==> config.mk <==
export PLATFORM = sky130hd
export DESIGN_NAME = shift_out_tx
export DESIGN_NICKNAME = d
export VERILOG_FILES = /design/src/rtl/serial_pkg.sv /design/src/rtl/word_hold.sv /design/src/rtl/shift_out_tx.sv
export SDC_FILE = /design/constraint.sdc
export NUM_CORES = 1
export LEC_CHECK = 0
export ABC_AREA = 1
export ABC_CLOCK_PERIOD_IN_PS = 1480
export CORE_MARGIN = 1
export CORE_UTILIZATION = 40
export CTS_CLUSTER_DIAMETER = 150
export DETAILED_ROUTE_END_ITERATION = 12
export HOLD_SLACK_MARGIN = 0.08
export PLACE_DENSITY_LB_ADDON = 0.12
export SYNTH_ARGS = -nofsm -noshare
export SYNTH_HDL_FRONTEND = slang
export SYNTH_SLANG_ARGS = --single-unit
==> constraint.sdc <==
create_clock -name clock -period 1.48 [get_ports clock]
set_input_delay 0.222 -clock clock [delete_from_list [all_inputs] [get_ports clock]]
set_output_delay 0.222 -clock clock [all_outputs]
set_load 0.02 [all_outputs]
==> src/rtl/serial_pkg.sv <==
// Shared types for the LSB-first serial link transmitter and receiver.
// Holds the shift-engine state encoding and the default frame width.
package serial_pkg;

  typedef enum logic {IDLE, SHIFT} tx_state_t;

  localparam int SER_WIDTH = 8;

endpackage

==> src/rtl/word_hold.sv <==
// One-entry holding register that parks the next word while a frame is shifting.
// Write latency 1 cycle; writer must check full, and wr/rd never coincide.
module word_hold #(
  parameter int WIDTH = 8
) (
  input  logic             clock,
  input  logic             r,
  input  logic             wr,
  input  logic [WIDTH-1:0] wdata,
  input  logic             rd,
  output logic [WIDTH-1:0] rdata,
  output logic             full
);

  logic [WIDTH-1:0] data;

  always_ff @(posedge clock) begin
    if (r) begin
      data <= '0;
      full <= 1'b0;
    end else if (wr) begin
      data <= wdata;
      full <= 1'b1;
    end else if (rd) begin
      full <= 1'b0;
    end
  end

  assign rdata = data;

endmodule

==> src/rtl/shift_out_tx.sv <==
// Parallel-in, LSB-first serial-out transmitter; din[0] on so the cycle after accept.
// din_ready drops while the hold register is full, so at most one word queues behind the frame.
module shift_out_tx
  import serial_pkg::*;
#(
  parameter int WIDTH = SER_WIDTH
) (
  input  logic             clock,
  input  logic             r,
  input  logic [WIDTH-1:0] din,
  input  logic             din_valid,
  output logic             din_ready,
  output logic             so,
  output logic             so_valid,
  output logic             so_first,
  output logic             busy
);

  localparam int CNT_W = $clog2(WIDTH);
  localparam logic [CNT_W-1:0] LAST = CNT_W'(WIDTH - 1);

  tx_state_t        state;
  logic [CNT_W-1:0] cnt;
  logic [WIDTH-1:0] shreg;

  logic             hold_full;
  logic [WIDTH-1:0] hold_data;
  logic             hold_wr;
  logic             hold_rd;
  logic             accept;
  logic             last_bit;

  assign din_ready = !hold_full && !r;
  assign accept    = din_valid && din_ready;
  assign last_bit  = (state == SHIFT) && (cnt == LAST);

  // Mid-frame words park in hold; on the last bit an empty hold is bypassed.
  assign hold_wr = accept && (state == SHIFT) && !last_bit;
  assign hold_rd = last_bit && hold_full;

  word_hold #(
    .WIDTH(WIDTH)
  ) u_hold (
    .clock(clock),
    .r    (r),
    .wr   (hold_wr),
    .wdata(din),
    .rd   (hold_rd),
    .rdata(hold_data),
    .full (hold_full)
  );

  // Outputs are registered alongside the state so they track state/cnt/shreg exactly.
  always_ff @(posedge clock) begin
    if (r) begin
      state    <= IDLE;
      cnt      <= '0;
      shreg    <= '0;
      so       <= 1'b0;
      so_valid <= 1'b0;
      so_first <= 1'b0;
    end else begin
      case (state)
        IDLE: begin
          if (accept) begin
            state    <= SHIFT;
            shreg    <= din;
            cnt      <= '0;
            so       <= din[0];
            so_valid <= 1'b1;
            so_first <= 1'b1;
          end
        end
        SHIFT: begin
          if (cnt != LAST) begin
            shreg    <= shreg >> 1;
            cnt      <= cnt + 1'b1;
            so       <= shreg[1];
            so_valid <= 1'b1;
            so_first <= 1'b0;
          end else if (hold_full) begin
            shreg    <= hold_data;
            cnt      <= '0;
            so       <= hold_data[0];
            so_valid <= 1'b1;
            so_first <= 1'b1;
          end else if (accept) begin
            shreg    <= din;
            cnt      <= '0;
            so       <= din[0];
            so_valid <= 1'b1;
            so_first <= 1'b1;
          end else begin
            state    <= IDLE;
            shreg    <= '0;
            cnt      <= '0;
            so       <= 1'b0;
            so_valid <= 1'b0;
            so_first <= 1'b0;
          end
        end
        default: begin
          state <= IDLE;
        end
      endcase
    end
  end

  assign busy = (state == SHIFT) || hold_full;

endmodule

==> After elaboration in Yosys (flattened, before gate mapping) <==
Cells that the tools add are included.
{ "word_totals": {"mem_bits_ro": 0, "latchBits": 0, "ram_bits": 0, "input_bits": 11, "mem_count": 0, "register_bits": 24, "output_inout_bits": 5} }
{ "op_classes": {"n_reduce_logical": 11, "mux": 23, "n_div": 0, "eq_ne": 3, "mul": 0, "magnitude_cmp": 0, "addsub": 1, "n_shift": 0, "n_bitwise": 1} }
{ "ops": {"columns": ["cell", "n"], "rows": [
  ["$mux W8", 4],
  ["$pmux W8 S2", 1],
  ["$mux W1", 11],
  ["$pmux W1 S2", 4],
  ["$logic_and A1 B1 Y1", 6],
  ["$mux W3", 2],
  ["$pmux W3 S2", 1],
  ["$add A3 B1 Y3 const B", 1],
  ["$eq A3 B3 Y1 const B", 1],
  ["$logic_not A1 Y1", 3],
  ["$ne A3 B3 Y1 const B", 1],
  ["$ne A2 B2 Y1 const B", 1],
  ["$reduce_bool A2 Y1", 1],
  ["$logic_or A1 B1 Y1", 1],
  ["$not A1 Y1", 1]
]} }

==> Longest topological paths before layout <==
Gate-level depths: netlist of run 1.
{ "depth": {"depth_word": 7, "mapped_depth": 8, "depth_no_buf": 8} }

==> Hierarchy <==
From an unflattened synthesis of run 1, not the netlist that was laid out.
{ "hier_totals": {"hier_cells": 178, "hier_area_um2": 1173.6} }
{ "by_module_without_submodules": {"columns": ["mod", "cells_each", "seq_area_each_um2", "instances", "area_per_inst_um2"], "rows": [
  ["shift_out_tx", 140, 280.3, 1, 869.6],
  ["word_hold", 38, 180.2, 1, 304.0]
]} }

==> Worst setup path after synthesis of run 1 <==
OpenSTA, ideal clock, no wires.
{ "synth_path": {"path_type": "register to register", "start": "register cnt[0]", "end": "register u_hold.data[0], in the netlist u_hold.rdata[0]", "required_time_ns": 1.364, "path_stages_with_launch": 7, "arrival_time_ns": 1.262, "path_slack_ns": 0.102, "cell_sequence": "dfxtp_1 ha_1 ha_1 nor2_8 nand3_4 o21ai_0 nor2_1"} }
{ "synth_between": {"elab_chain_cells": 4} }
{ "synth_rtl": {"columns": ["element", "line_no", "rtl"], "rows": [
  ["start, declared", "shift_out_tx.sv:23", "logic [CNT_W-1:0] cnt;"],
  ["start signal, assigned", "shift_out_tx.sv:77", "cnt <= cnt + 1'b1;"],
  ["$eq A3 B3 Y1", "shift_out_tx.sv:35", "assign last_bit = (state == SHIFT) && (cnt == LAST);"],
  ["$logic_and A1 B1 Y1", "shift_out_tx.sv:35", null],
  ["$logic_not A1 Y1", "shift_out_tx.sv:38", "assign hold_wr = accept && (state == SHIFT) && !last_bit;"],
  ["$logic_and A1 B1 Y1", "shift_out_tx.sv:38", null],
  ["end signal, assigned", "word_hold.sv:22", "data <= wdata;"],
  ["end, declared", "word_hold.sv:15", "logic [WIDTH-1:0] data;"]
]} }
No other way between the ends.
A chain may end at the register's enable or synchronous reset.

==> Worst setup path after layout of run 1 <==
{ "layout_path": {"start": "input r", "end": "output din_ready"} }
{ "layout_between": {"elab_chain_cells": 2} }
{ "layout_rtl": {"columns": ["element", "line_no", "rtl"], "rows": [
  ["start, declared", "shift_out_tx.sv:9", "input logic r,"],
  ["$logic_not A1 Y1", "shift_out_tx.sv:33", "assign din_ready = !hold_full && !r;"],
  ["$logic_and A1 B1 Y1", "shift_out_tx.sv:33", null],
  ["end, declared", "shift_out_tx.sv:12", "output logic din_ready,"]
]} }
No other way between the ends.

==> metrics.yaml, run 1 <==
yosys_warnings: 0
dr.first_iter.drc_count: 42
cts.path.max_buffers: 2
grt_pass1_vias: 1104
fin_skew_ns: 0.005360
syn_area_mm2: 0.001216
status: "finished, violations left"
root_buffer: "clkbuf_4"
dpl.hpwl_mm: 2.031
met3_usage_pct: 2.494
grt_max_degree: 18
cts_buffers: 3
coreArea_mm2: 0.002829
grtUsageMet2_pct: 31.60
clk_pin_slew_ns: 0.13
synth_nets: 186
dieArea_mm2: 0.003265
setup_viol: 0
gr-max-usage-layer: "met2"
maxCapViolCount: 0
syn_to_final_growth_pct: 24.18
final_max_slew_viol_count: 0
avgViaCountPerCell: 5.026
fin_crit_ns: 1.438
cpLargestDelayFamily: "buffers and inverters"
relSlewSlack_pct: 84.40
fill_cells: 288
h-tree-depth: 1
io_buffer_count: 15
row_count: 19
gp_congestion: 0.7822
path_buf_inv: 2
path_depth: 3
tritoncts: "yes"
drive_gt1_share_pct: 14.29
totalWireLength_mm: 2.693
dr.pass1.iters: 8
max_freq_mhz: 695.5
rsz0062_at_grt: "true"
failed_checks: "design-rule violations"
post-route-period-util_pct: 97.15
antenna_left: 0
hp-class: "register to register"
power.density_mw_per_mm2: 830.7
p_sw_uw: 369.3
swShare_pct: 29.44
finalNetCount: 210
final_cell_mix: "nand2_1 (61), nor2_1 (23), dfxtp_1 (22)"
cts_hold_buf: 0
synth-seq-cells: 23
path_class: "primary input to primary output"
cp.arrival_ns: 1.22
critPathLaunchType: "primary input"
fp.dieH_um: 57.14
reg2regPathDepth: 6
final_common_cell: "nand2_1"
yosys.cell_types.count: 24
antenna_found_initial: 0
n_antenna_cell: 0
path_cells: "clkdlybuf4s50_1 > nor2_8 > dlygate4sd2_1"
cellLeakagePower_nw: 0.6753
p_clk_share_pct: 23.4
max-vdd-ir-drop_mv: 0.4972
vias: 1141
grt_use_met1_pct: 21.02
internal-power_uw: 885.3
drc_errors: 4
power_frac_comb_pct: 22.6
worst_slew_pin_slew_ns: 0.2333
numClockSinks: 23
worst_ep_required_time_ns: 1.26
dpl.cell_count: 223
layout.cells.non_filler: 227
synth_area_per_cell_um2: 7.030
grt_overflow_total: 0
worst_setup_path_end_kind: "primary output"
whs_ns: 0.4786
finalHoldViolations: 0
seq_area_frac_synth_pct: 37.86
die_w_um: 57.14
seq_area_um2: 461.7
multiInputGateArea_um2: 681.9
wl_per_cell_um: 11.86
post-cts-setup-buffers: 0
slowest_stage: "clkdlybuf4s50_1"
whs_path_depth: 2
grt_usage_pct: 17.71
grt_pass1_wl_mm: 4.560
pwr-share-seq_pct: 54.0
start_util_pct: 42.99
syn_inst: 173
max_stage_delay_ns: 0.51
io_pins: 16
clock_latency_ns: 0.31
cp_max_fo: 2
==> timing repair <==
| action | CTS | global route |
|---|---|---|
| endpoints found under the setup margin | 15 | 11 |
| cloned | 0 | 0 |
| resized for setup | 7 | 2 |
==> cell families after synthesis <==
group,count (synthesis),synth area share (%)
buffers and inverters,15,7.098
and+or+nand+nor,109,42.80
DFF,23,37.86
AOI/OAI and AO/OA,24,10.19
adders and majority gates,2,2.057
==> cell usage after synthesis <==
cell / number / area, µm²
or2_1: 1 / 6.260
clkinv_4: 1 / 8.760
nand2_4: 2 / 22.52
ha_1: 2 / 25.02
o21ai_0: 10 / 50.05
buf_6: 1 / 11.26
nor2_8: 2 / 40.04
nor2_1: 23 / 86.33
buf_2: 1 / 5.000
nand4_1: 1 / 6.260
clkbuf_1: 1 / 3.750
inv_2: 1 / 3.750
nand3_1: 10 / 50.05
dfxtp_1: 23 / 460.4
inv_4: 2 / 12.51
nand3_4: 1 / 17.52
nor2_4: 1 / 11.26
inv_1: 5 / 18.77
nor4_1: 1 / 6.260
nand3b_1: 6 / 45.04
a21oi_1: 13 / 65.06
buf_4: 3 / 22.52
nand2_1: 61 / 229.0
a21oi_2: 1 / 8.760
==> registers in the layout (all words and copies together), names as in the netlist <==
signal / count
state: 1
cnt: 3
so_valid: 1
u_hold.full: 1
shreg: 7
so_first: 1
so: 1
u_hold.rdata: 8
==> layer usage <==
metal / wire length, µm / vias to the layer above / share of wire (%)
met5: 0 / - / 0
met4: 38 / 0 / 1.4
met3: 102 / 4 / 3.8
met2: 1344 / 17 / 50
met1: 1207 / 517 / 45
li1: - / 603 / -
==> power groups by stage <==
stage	logic [mW]	registers [mW]	clock network, mW
floorplan	0.172	0.696	0
global placement	0.288	0.690	0
detailed placement	0.293	0.691	0
CTS	0.286	0.678	0.313
global route	0.316	0.683	0.330
finish	0.284	0.677	0.293
==> stage by stage <==
step / worst slack, ns / setup TNS, ns / utilization (%) / area [µm²] / total power [mW]
2_1_floorplan: 0.1025 / 0 / - / 1216 / 0.8680
3_3_place_gp: -0.2222 / -2.392 / 52.15 / 1475 / 0.9783
3_5_place_dp: -0.2353 / -2.990 / 52.15 / 1475 / 0.9840
4_1_cts: 0.01357 / 0 / 53.03 / 1500 / 1.276
5_1_grt: -0.04037 / -0.09281 / 53.38 / 1510 / 1.329
6_report: 0.04222 / 0 / 53.38 / 1510 / 1.255
==> worst min-delay path, delay by kind of cell, from the launching register on <==
family,cells,cell delay (ns)
compound gates,1,0.05
flops,1,0.34
simple gates,1,0.06
==> worst paths after layout <==
path / from / end / slack (ns)
min: cnt[1] / cnt[1] / 0.48
max reg2reg: cnt[0] / u_hold.rdata[7] / 0.09
min reg2reg: cnt[1] / cnt[1] / 0.48
max: r / din_ready / 0.04
==> final cells by class <==
type	count	share of cell area (%)
clock buffer	3	1.491
clock inverter	1	0.3314
inverter	9	2.900
multi-input combinational	135	45.15
sequential	23	30.57
tap	31	2.568
timing repair buffer	25	16.98
Note: power is estimated with default switching activity, not from simulation.
==> inputs of run 2 (changes only) <==
--- a/config.mk
+++ b/config.mk
@@ -11,6 +11,7 @@
 export CORE_UTILIZATION = 40
 export CTS_CLUSTER_DIAMETER = 150
 export DETAILED_ROUTE_END_ITERATION = 12
+export GPL_ROUTABILITY_DRIVEN = 0
 export HOLD_SLACK_MARGIN = 0.08
 export PLACE_DENSITY_LB_ADDON = 0.12
 export SYNTH_ARGS = -nofsm -noshare
==> results of run 2 <==
No change in the layout: final DEF, timing and power equal those of run 1.
==> inputs of run 3 (changes only) <==
--- a/config.mk
+++ b/config.mk
@@ -5,7 +5,6 @@
 export SDC_FILE = /design/constraint.sdc
 export NUM_CORES = 1
 export LEC_CHECK = 0
-export ABC_AREA = 1
 export ABC_CLOCK_PERIOD_IN_PS = 1480
 export CORE_MARGIN = 1
 export CORE_UTILIZATION = 40
==> run 3 against run 2 <==
Effect of this change:
- the run still ends with design-rule violations left
- sequential share of layout area fell by 0.56 points
- final cell count fell by 12%
- combinational power rose by 8.8%
- routed wire length rose by 15%
- critical path type is now register to register
- largest cell class unchanged
- largest power group unchanged
==> metrics.yaml, run 3 <==
yosys.area.top_type: "dfxtp_1"
whs_ns: 0.3920
dr.pass1.iters: 9
reg2regPathDepth: 6
final_common_cell: "dfxtp_1"
die_w_um: 57.26
final_max_slew_viol_count: 0
r2r_setup_slack_ns: 0.07
drive_gt1_share_pct: 22.62
synthArstFlopShare_pct: 0
path_class: "register to register"
cp_max_fo: 5
worst_setup_path_end_kind: "register"
drc_errors: 1
dpl.cell_count: 195
worst_ep_required_time_ns: 1.72
vias: 1130
grt_max_degree: 20
synth_top_area_share_pct: 37.70
cp.arrival_ns: 1.64
cts.path.max_buffers: 2
synth-simple-area-share_pct: 30.53
max-vdd-ir-drop_mv: 0.7266
synth_top_family_by_area: "simple AND/OR/NAND/NOR gates"
setup_viol: 0
avgViaCountPerCell: 5.678
io_pins: 16
synth-seq-cells: 23
dpl.hpwl_mm: 2.164
placed_cell_area_mm2: 0.001475
yosys_warnings: 0
cts_hold_buf: 0
antenna_found_initial: 0
dieArea_mm2: 0.003278
syn_inst: 144
synth_xor_area_share_pct: 0
layout.cells.non_filler: 199
synth_nets: 157
power.density_mw_per_mm2: 838.2
tritoncts: "yes"
synth_flop_cell: "dfxtp_1"
largest_register_ffs: 8
clk_pin_slew_ns: 0.13
start_util_pct: 43.17
fin_skew_ns: 0.001048
final_cell_mix: "dfxtp_1 (20), a21oi_1 (19), buf_4 (16)"
fp.dieH_um: 57.26
cts_buffers: 3
grt_pass1_vias: 1111
syn_area_mm2: 0.001221
finalInstanceArea_mm2: 0.001546
seq_area_frac_synth_pct: 37.70
rsz0062_at_grt: "false"
grt_pass1_wl_mm: 5.133
dr.first_iter.drc_count: 29
critPathLaunchType: "register"
synth_compound_area_share_pct: 22.75
post-cts-setup-buffers: 0
coreArea_mm2: 0.002829
maxCapViolCount: 0
row_count: 19
cellLeakagePower_nw: 0.5897
wl_per_cell_um: 15.51
fin_ws_ns: 0.07132
synth_adder_area_share_pct: 2.049
max_freq_mhz: 709.9
tns_ns: 0
whs_path_depth: 3
synth_area_per_cell_um2: 8.480
relSlewSlack_pct: 83.34
worst_slew_pin_slew_ns: 0.2466
synthMuxAreaShare_pct: 0
hp-class: "primary input to register"
hp-start: "r"
failed_checks: "design-rule violations"
n_antenna_cell: 0
h-tree-depth: 1
fin_util_pct: 54.67
finalHoldViolations: 0
syn_to_final_growth_pct: 26.64
synth_commonest_cells: "dfxtp_1 (23), a21oi_1 (19), nand3_1 (13)"
power.total_mw: 1.296
finalNetCount: 182
r2r_end: "so"
synth_edf_count: 0
post-route-period-util_pct: 95.18
fin_crit_ns: 1.409
status: "finished, violations left"
grt_overflow_total: 0
antenna_left: 0
clock_latency_ns: 0.32
place_ws_ns: -0.3008
root_buffer: "clkbuf_4"
totalWireLength_mm: 3.086
grt_usage_pct: 20.97
synth_most_common_cell: "dfxtp_1"
io_buffer_count: 15
numClockSinks: 23
hold_path_end: "u_hold.rdata[7]"
synthTopCellsByArea: "dfxtp_1 (38%), a21oi_1 (7.8%), nand3_1 (5.3%), nor4bb_1 (4.9%), o21ai_1 (4.5%)"
timing.rr.start: "cnt[1]"
yosys.cell_types.count: 33
[run 3: cell count changes in the layout (fill, tap and decap cells not counted), sizes merged, moves of 7 or more]
cell / delta
buf: +10
nor2: -22
a311oi: +7
nand2: -58
and2: +7
nor3: +7
[run 3: worst max-delay path by stage]
stage                      start  endpoint  slack [ns]
after global routing      cnt[0]        so       0.003
after floorplan           cnt[0]  so_first        0.02
after CTS                 cnt[0]  shreg[1]       0.002
after global placement         r  shreg[5]       -0.24
final                     cnt[1]        so        0.07
after detailed placement       r        so       -0.30
[run 3: cell type report]
cell class | instances | area, µm²
Multi-Input combinational cell | 105 | 713.2
Fill cell | 278 | 1282
Inverter | 2 | 7.507
Clock buffer | 4 | 26.28
Sequential cell | 23 | 464.2
Tap cell | 31 | 38.79
Timing Repair Buffer | 34 | 296.5
[run 3: power by group]
part           internal [mW]  leakage (nW)  switching [mW]  total [mW]
clock network          0.106        0.0150           0.200       0.305
logic                  0.145         0.385           0.164       0.309
registers              0.660         0.190          0.0214       0.682
total                  0.911         0.590           0.385        1.30
[run 3: metal layers]
metal	track usage [%]	up-vias	part of all wire [%]
li1	-	575	-
met1	24.75	532	46
met2	35.46	21	49
met3	4.989	2	3.8
met4	10.80	0	1.0
met5	0	-	0
[run 3: kinds of logic after synthesis]
kind of cell	count (synthesis)
AND/OR/NAND/NOR	57
AO/OA/AOI/OAI	46
flip-flops	23
buffers and inverters	16
adder cells (fa/ha/maj)	2
[run 3: worst max-delay path: stages, from the launching register on]
cell and delay (ns):
dfxtp_2 0.36, ha_4 0.16, ha_4 0.17, buf_6 0.12, and3b_1 0.19, a21oi_1 0.04
a311oi_1 0.28
[run 3: repair_timing]
action / CTS / global route
pin swaps: 2 / 3
cloned: 0 / 0
setup endpoints to repair: 19 / 16
resized for setup: 12 / 11
